==> config.mk <==
export PLATFORM = sky130hd
export DESIGN_NAME = noc_credit_rx_buffer
export DESIGN_NICKNAME = d
export VERILOG_FILES = /design/src/rtl/noc_credit_rx_buffer.sv
export SDC_FILE = /design/constraint.sdc
export NUM_CORES = 1
export LEC_CHECK = 0
export BUFFER_PORTS_ARGS = -buffer_cell sky130_fd_sc_hd__buf_2
export CORE_UTILIZATION = 50
export DETAILED_ROUTE_END_ITERATION = 8
export PLACE_DENSITY = 0.8
export SYNTH_ARGS = -nofsm -noshare
export SYNTH_HDL_FRONTEND = slang
export SYNTH_SLANG_ARGS = --single-unit
==> constraint.sdc <==
create_clock -name clk_noc -period 5.2 [get_ports clk_noc]
set_input_delay 0.78 -clock clk_noc [delete_from_list [all_inputs] [get_ports clk_noc]]
set_output_delay 0.78 -clock clk_noc [all_outputs]
set_load 0.005 [all_outputs]
==> src/rtl/noc_credit_rx_buffer.sv <==
// Credit-link receive buffer: stores flits until popped, returns one credit per pop, flags link overflow and mid-packet dest changes.
// Head visible the cycle after push; credit one cycle after pop. Optional pkt_count via NOC_RX_PKT_COUNT_EN.
module noc_credit_rx_buffer #(
  parameter int FLIT_WIDTH   = 32,
  parameter int DEST_WIDTH   = 4,
  parameter int BUFFER_DEPTH = 4
) (
  input  logic                                clk_noc,
  input  logic                                rst_noc_sync,
  input  logic [FLIT_WIDTH-1:0]               data_in,
  input  logic [DEST_WIDTH-1:0]               dest_in,
  input  logic                                is_tail_in,
  input  logic                                send_in,
  output logic                                credit_out,
  output logic                                out_valid,
  input  logic                                out_ready,
  output logic [FLIT_WIDTH-1:0]               out_data,
  output logic [DEST_WIDTH-1:0]               out_dest,
  output logic                                out_is_tail,
  output logic [$clog2(BUFFER_DEPTH+1)-1:0]   occupancy,
  output logic                                overflow_err,
  output logic                                framing_err,
  output logic [15:0]                         pkt_count
);

  localparam int PTR_W = (BUFFER_DEPTH > 1) ? $clog2(BUFFER_DEPTH) : 1;
  localparam int CNT_W = $clog2(BUFFER_DEPTH+1);
  localparam logic [PTR_W-1:0] LAST_PTR = PTR_W'(BUFFER_DEPTH-1);
  localparam logic [CNT_W-1:0] FULL_CNT = CNT_W'(BUFFER_DEPTH);

  typedef enum logic {ST_IDLE, ST_BODY} state_t;

  logic [FLIT_WIDTH-1:0] r_data_mem [BUFFER_DEPTH];
  logic [DEST_WIDTH-1:0] r_dest_mem [BUFFER_DEPTH];
  logic                  r_tail_mem [BUFFER_DEPTH];

  logic [PTR_W-1:0]      r_wr_ptr;
  logic [PTR_W-1:0]      r_rd_ptr;
  logic [CNT_W-1:0]      r_count;
  logic                  r_credit;
  logic                  r_overflow_err;
  logic                  r_framing_err;
  logic [DEST_WIDTH-1:0] r_head_dest;
  state_t                r_state;
  state_t                w_state_nxt;

  logic w_full;
  logic w_pop;
  logic w_push;
  logic w_drop;
  logic w_frame_bad;

  assign w_full = (r_count == FULL_CNT);
  assign w_pop  = out_valid && out_ready;
  // A full FIFO still accepts a flit when the head leaves in the same cycle.
  assign w_push = send_in && (!w_full || w_pop);
  assign w_drop = send_in && w_full && !w_pop;

  assign out_valid    = (r_count != '0);
  assign out_data     = r_data_mem[r_rd_ptr];
  assign out_dest     = r_dest_mem[r_rd_ptr];
  assign out_is_tail  = r_tail_mem[r_rd_ptr];
  assign occupancy    = r_count;
  assign credit_out   = r_credit;
  assign overflow_err = r_overflow_err;
  assign framing_err  = r_framing_err;

  always_ff @(posedge clk_noc) begin
    if (w_push) begin
      r_data_mem[r_wr_ptr] <= data_in;
      r_dest_mem[r_wr_ptr] <= dest_in;
      r_tail_mem[r_wr_ptr] <= is_tail_in;
    end
  end

  always_ff @(posedge clk_noc) begin
    if (rst_noc_sync) begin
      r_wr_ptr       <= '0;
      r_rd_ptr       <= '0;
      r_count        <= '0;
      r_credit       <= 1'b0;
      r_overflow_err <= 1'b0;
      r_framing_err  <= 1'b0;
    end else begin
      if (w_push) r_wr_ptr <= (r_wr_ptr == LAST_PTR) ? '0 : r_wr_ptr + PTR_W'(1);
      if (w_pop)  r_rd_ptr <= (r_rd_ptr == LAST_PTR) ? '0 : r_rd_ptr + PTR_W'(1);
      case ({w_push, w_pop})
        2'b10:   r_count <= r_count + CNT_W'(1);
        2'b01:   r_count <= r_count - CNT_W'(1);
        default: r_count <= r_count;
      endcase
      r_credit       <= w_pop;
      r_overflow_err <= r_overflow_err | w_drop;
      r_framing_err  <= r_framing_err | w_frame_bad;
    end
  end

  always_ff @(posedge clk_noc) begin
    if (rst_noc_sync) begin
      r_state     <= ST_IDLE;
      r_head_dest <= '0;
    end else begin
      r_state <= w_state_nxt;
      if (w_push && (r_state == ST_IDLE) && !is_tail_in) r_head_dest <= dest_in;
    end
  end

  // Only accepted pushes advance framing; dropped flits are invisible here.
  always_comb begin
    w_state_nxt = r_state;
    w_frame_bad = 1'b0;
    case (r_state)
      ST_IDLE: begin
        if (w_push && !is_tail_in) w_state_nxt = ST_BODY;
      end
      ST_BODY: begin
        if (w_push) begin
          if (dest_in != r_head_dest) w_frame_bad = 1'b1;
          if (is_tail_in) w_state_nxt = ST_IDLE;
        end
      end
      default: w_state_nxt = ST_IDLE;
    endcase
  end

`ifdef NOC_RX_PKT_COUNT_EN
  logic [15:0] r_pkt_count;

  always_ff @(posedge clk_noc) begin
    if (rst_noc_sync) r_pkt_count <= 16'd0;
    else if (w_pop && out_is_tail) r_pkt_count <= r_pkt_count + 16'd1;
  end

  assign pkt_count = r_pkt_count;
`else
  assign pkt_count = 16'd0;
`endif

endmodule
==> results.yml <==
run_status:
  outcome: "complete, no violations"
critical_path:
  cp.arrival_ns: 2.36
  cp_data_required_time_ns: 4.42
  end_kind: "primary output"
  crit_path_start_kind: "flop"
  critPathKind: "reg2out"
  crit_fanout: 21
routing:
  routed_wirelength_um: 10210
  drtIter0Drc: 249
  ant_nets: 0
  drc: 0
  first_pass_iters: 6
  viasPerCell: 5.259
  route.vias.total: 3024
  wl_per_cell_um: 17.75
placement:
  hpwl_um: 6075
  pre_cts_slack_ns: 2.406
  place_inst: 542
  numPortBuffers: 84
  gp_congestion: 0.6771
die:
  die_h_um: 114.1
  die_w_um: 114.1
  io_pins: 101
  core_area_um2: 12110
  std_cell_rows: 40
  die-area_um2: 13010
  initial_core_util: 0.5186
power_and_ir_drop:
  p_leak_nw: 2.607
  power.density_nw_per_um2: 427.6
  ir_worst_vdd_uv: 208.7
cts:
  cts_setup_buffers: 0
  cts.sinks: 165
  ctsResizeCount: 0
  clk_latency_ns: 0.42
  ctsHoldBuffers: 0
  path_clk_slew_ns: 0.06
  cts_tree: "yes"
  cts.path.max_buffers: 2
  cts-buffers-inserted: 17
  cts_root_buffer: "clkbuf_16"
  htree_levels: 4
timing:
  hold_violations: 0
  fin_skew_ns: 0.006434
  grt_setup_unrepaired: "false"
  max_slew_margin: 0.3411
  worst_pin_slew_ns: 0.9884
  fin_crit_sh: 0.6036
  setup_viol: 0
  tns_ns: 0
  period_needed_ns: 3.139
  setup_slack_ns: 2.061
  timing.fmax_ghz: 0.3186
  slew_violations: 0
synthesis:
  synth_area_leaders: "edfxtp_1 71%, mux4_2 13%, dfxtp_1 5.4%"
  synth_edf_count: 148
  synth_top_cell_by_area: "edfxtp_1"
  syn_inst: 303
  synthArstFlopShare: 0
  ys_types: 33
  ys.flop_type: "edfxtp_1"
  netlist.area_leader.share: 0.7076
  synth-seq-area-share: 0.7618
  synth-seq-cells: 165
  ys_warn_count: 0
  synth_area_um2: 6281
  syn_avg_cell_area_um2: 20.73
layout:
  fin_util: 0.6117
  final.fill_count: 853
  syn2layout_area_growth_pct: 17.95
  fin_nets: 440
  drive_gt1_frac: 0.3990
  final_common_cell: "edfxtp_1"
  final_cell_mix: "148 x edfxtp_1, 84 x buf_2, 37 x mux4_2"
  stdcell_count: 575
grt:
  antenna_found_initial: 1
  gr-total-overflow: 0
  grt_usage: 0.1679
  grt_pass1_wl_um: 15610
  grt_pass1_vias: 3004
  grt_max_degree: 38
flow_run:
  maxCapViolCount: 0
worst_hold_path:
  hold_class: "reg2reg"
==> cell usage after synthesis, drive strengths merged, types with 2 or more instances <==
cell and number:
a31oi 2, xnor2 4, a21oi 6, clkbuf 7, nor2 18, a211oi 2, inv 5, ha 5
mux2i 5, nand3 2, mux4 37, edfxtp 148, xor2 2, nor3 2, buf 22, dfxtp 17
and3 5
==> through the flow <==
stage               total power [mW]  cell area [µm²]  hold WS (ns)
CTS                            3.196             7406        0.4764
detailed placement             1.943             6800        0.4594
floorplan                      1.807             6337        0.4604
global route                   3.286             7406        0.5040
global placement               1.932             6800        0.4567
finish                         3.168             7408        0.4749
==> state kept, by name (all words and copies together), names as in the netlist, named ones only <==
| register | count |
|---|---|
| r_head_dest | 4 |
| r_tail_mem | 4 |
| r_rd_ptr | 2 |
| r_wr_ptr | 2 |
| framing_err | 1 |
| overflow_err | 1 |
| occupancy | 3 |
| r_dest_mem | 16 |
| credit_out | 1 |
| r_data_mem | 128 |
==> final timing paths <==
check / end / slack [ns] / depth (start not counted) / start
worst max register to register: occupancy[1] / 2.71 / 6 / occupancy[0]
worst max-delay path: out_data[2] / 2.06 / 3 / flop
worst min-delay path: overflow_err / 0.47 / 2 / overflow_err
worst min register to register: overflow_err / 0.47 / 2 / overflow_err
==> cell type report <==
class	count	area [µm²]	area share
tap	168	210.2	0.02837
clock buffer	17	425.4	0.05742
clock inverter	15	180.2	0.02432
multi-input combinational	119	1356	0.1831
antenna	1	2.502	0.0003378
sequential	165	4787	0.6462
timing repair buffer	85	427.9	0.05776
inverter	5	18.77	0.002533
==> worst max-delay path, stage by stage (launching register included) <==
cell	delay [ns]
dfxtp_2	0.71
buf_4	0.48
mux4_2	0.59
buf_2	0.15
==> per-layer routing <==
| metal | vias to the layer above | global-route usage | share of wire |
|---|---|---|---|
| met2 | 103 | 0.2570 | 0.48 |
| met5 | - | 0 | 0 |
| met4 | 0 | 0.08485 | 0.021 |
| met1 | 1532 | 0.2159 | 0.44 |
| li1 | 1369 | - | - |
| met3 | 20 | 0.05664 | 0.059 |
==> power by group <==
part / leakage, nW / total, mW / internal (mW) / switching, mW
logic: 0.819 / 0.338 / 0.180 / 0.158
clock network: 0.290 / 1.26 / 0.757 / 0.504
registers: 1.50 / 1.57 / 1.52 / 0.0468
total: 2.61 / 3.17 / 2.46 / 0.709
==> logic make-up after synthesis <==
group	after synthesis	synth area share
flops	165	0.7618
mux	43	0.1424
simple gates	34	0.02729
buf+inv	34	0.03207
compound gates	14	0.01434
fa+ha+maj	6	0.01315
xor+xnor	6	0.008366
other cells	1	0.0005970
(Power assumes the default switching activity.)
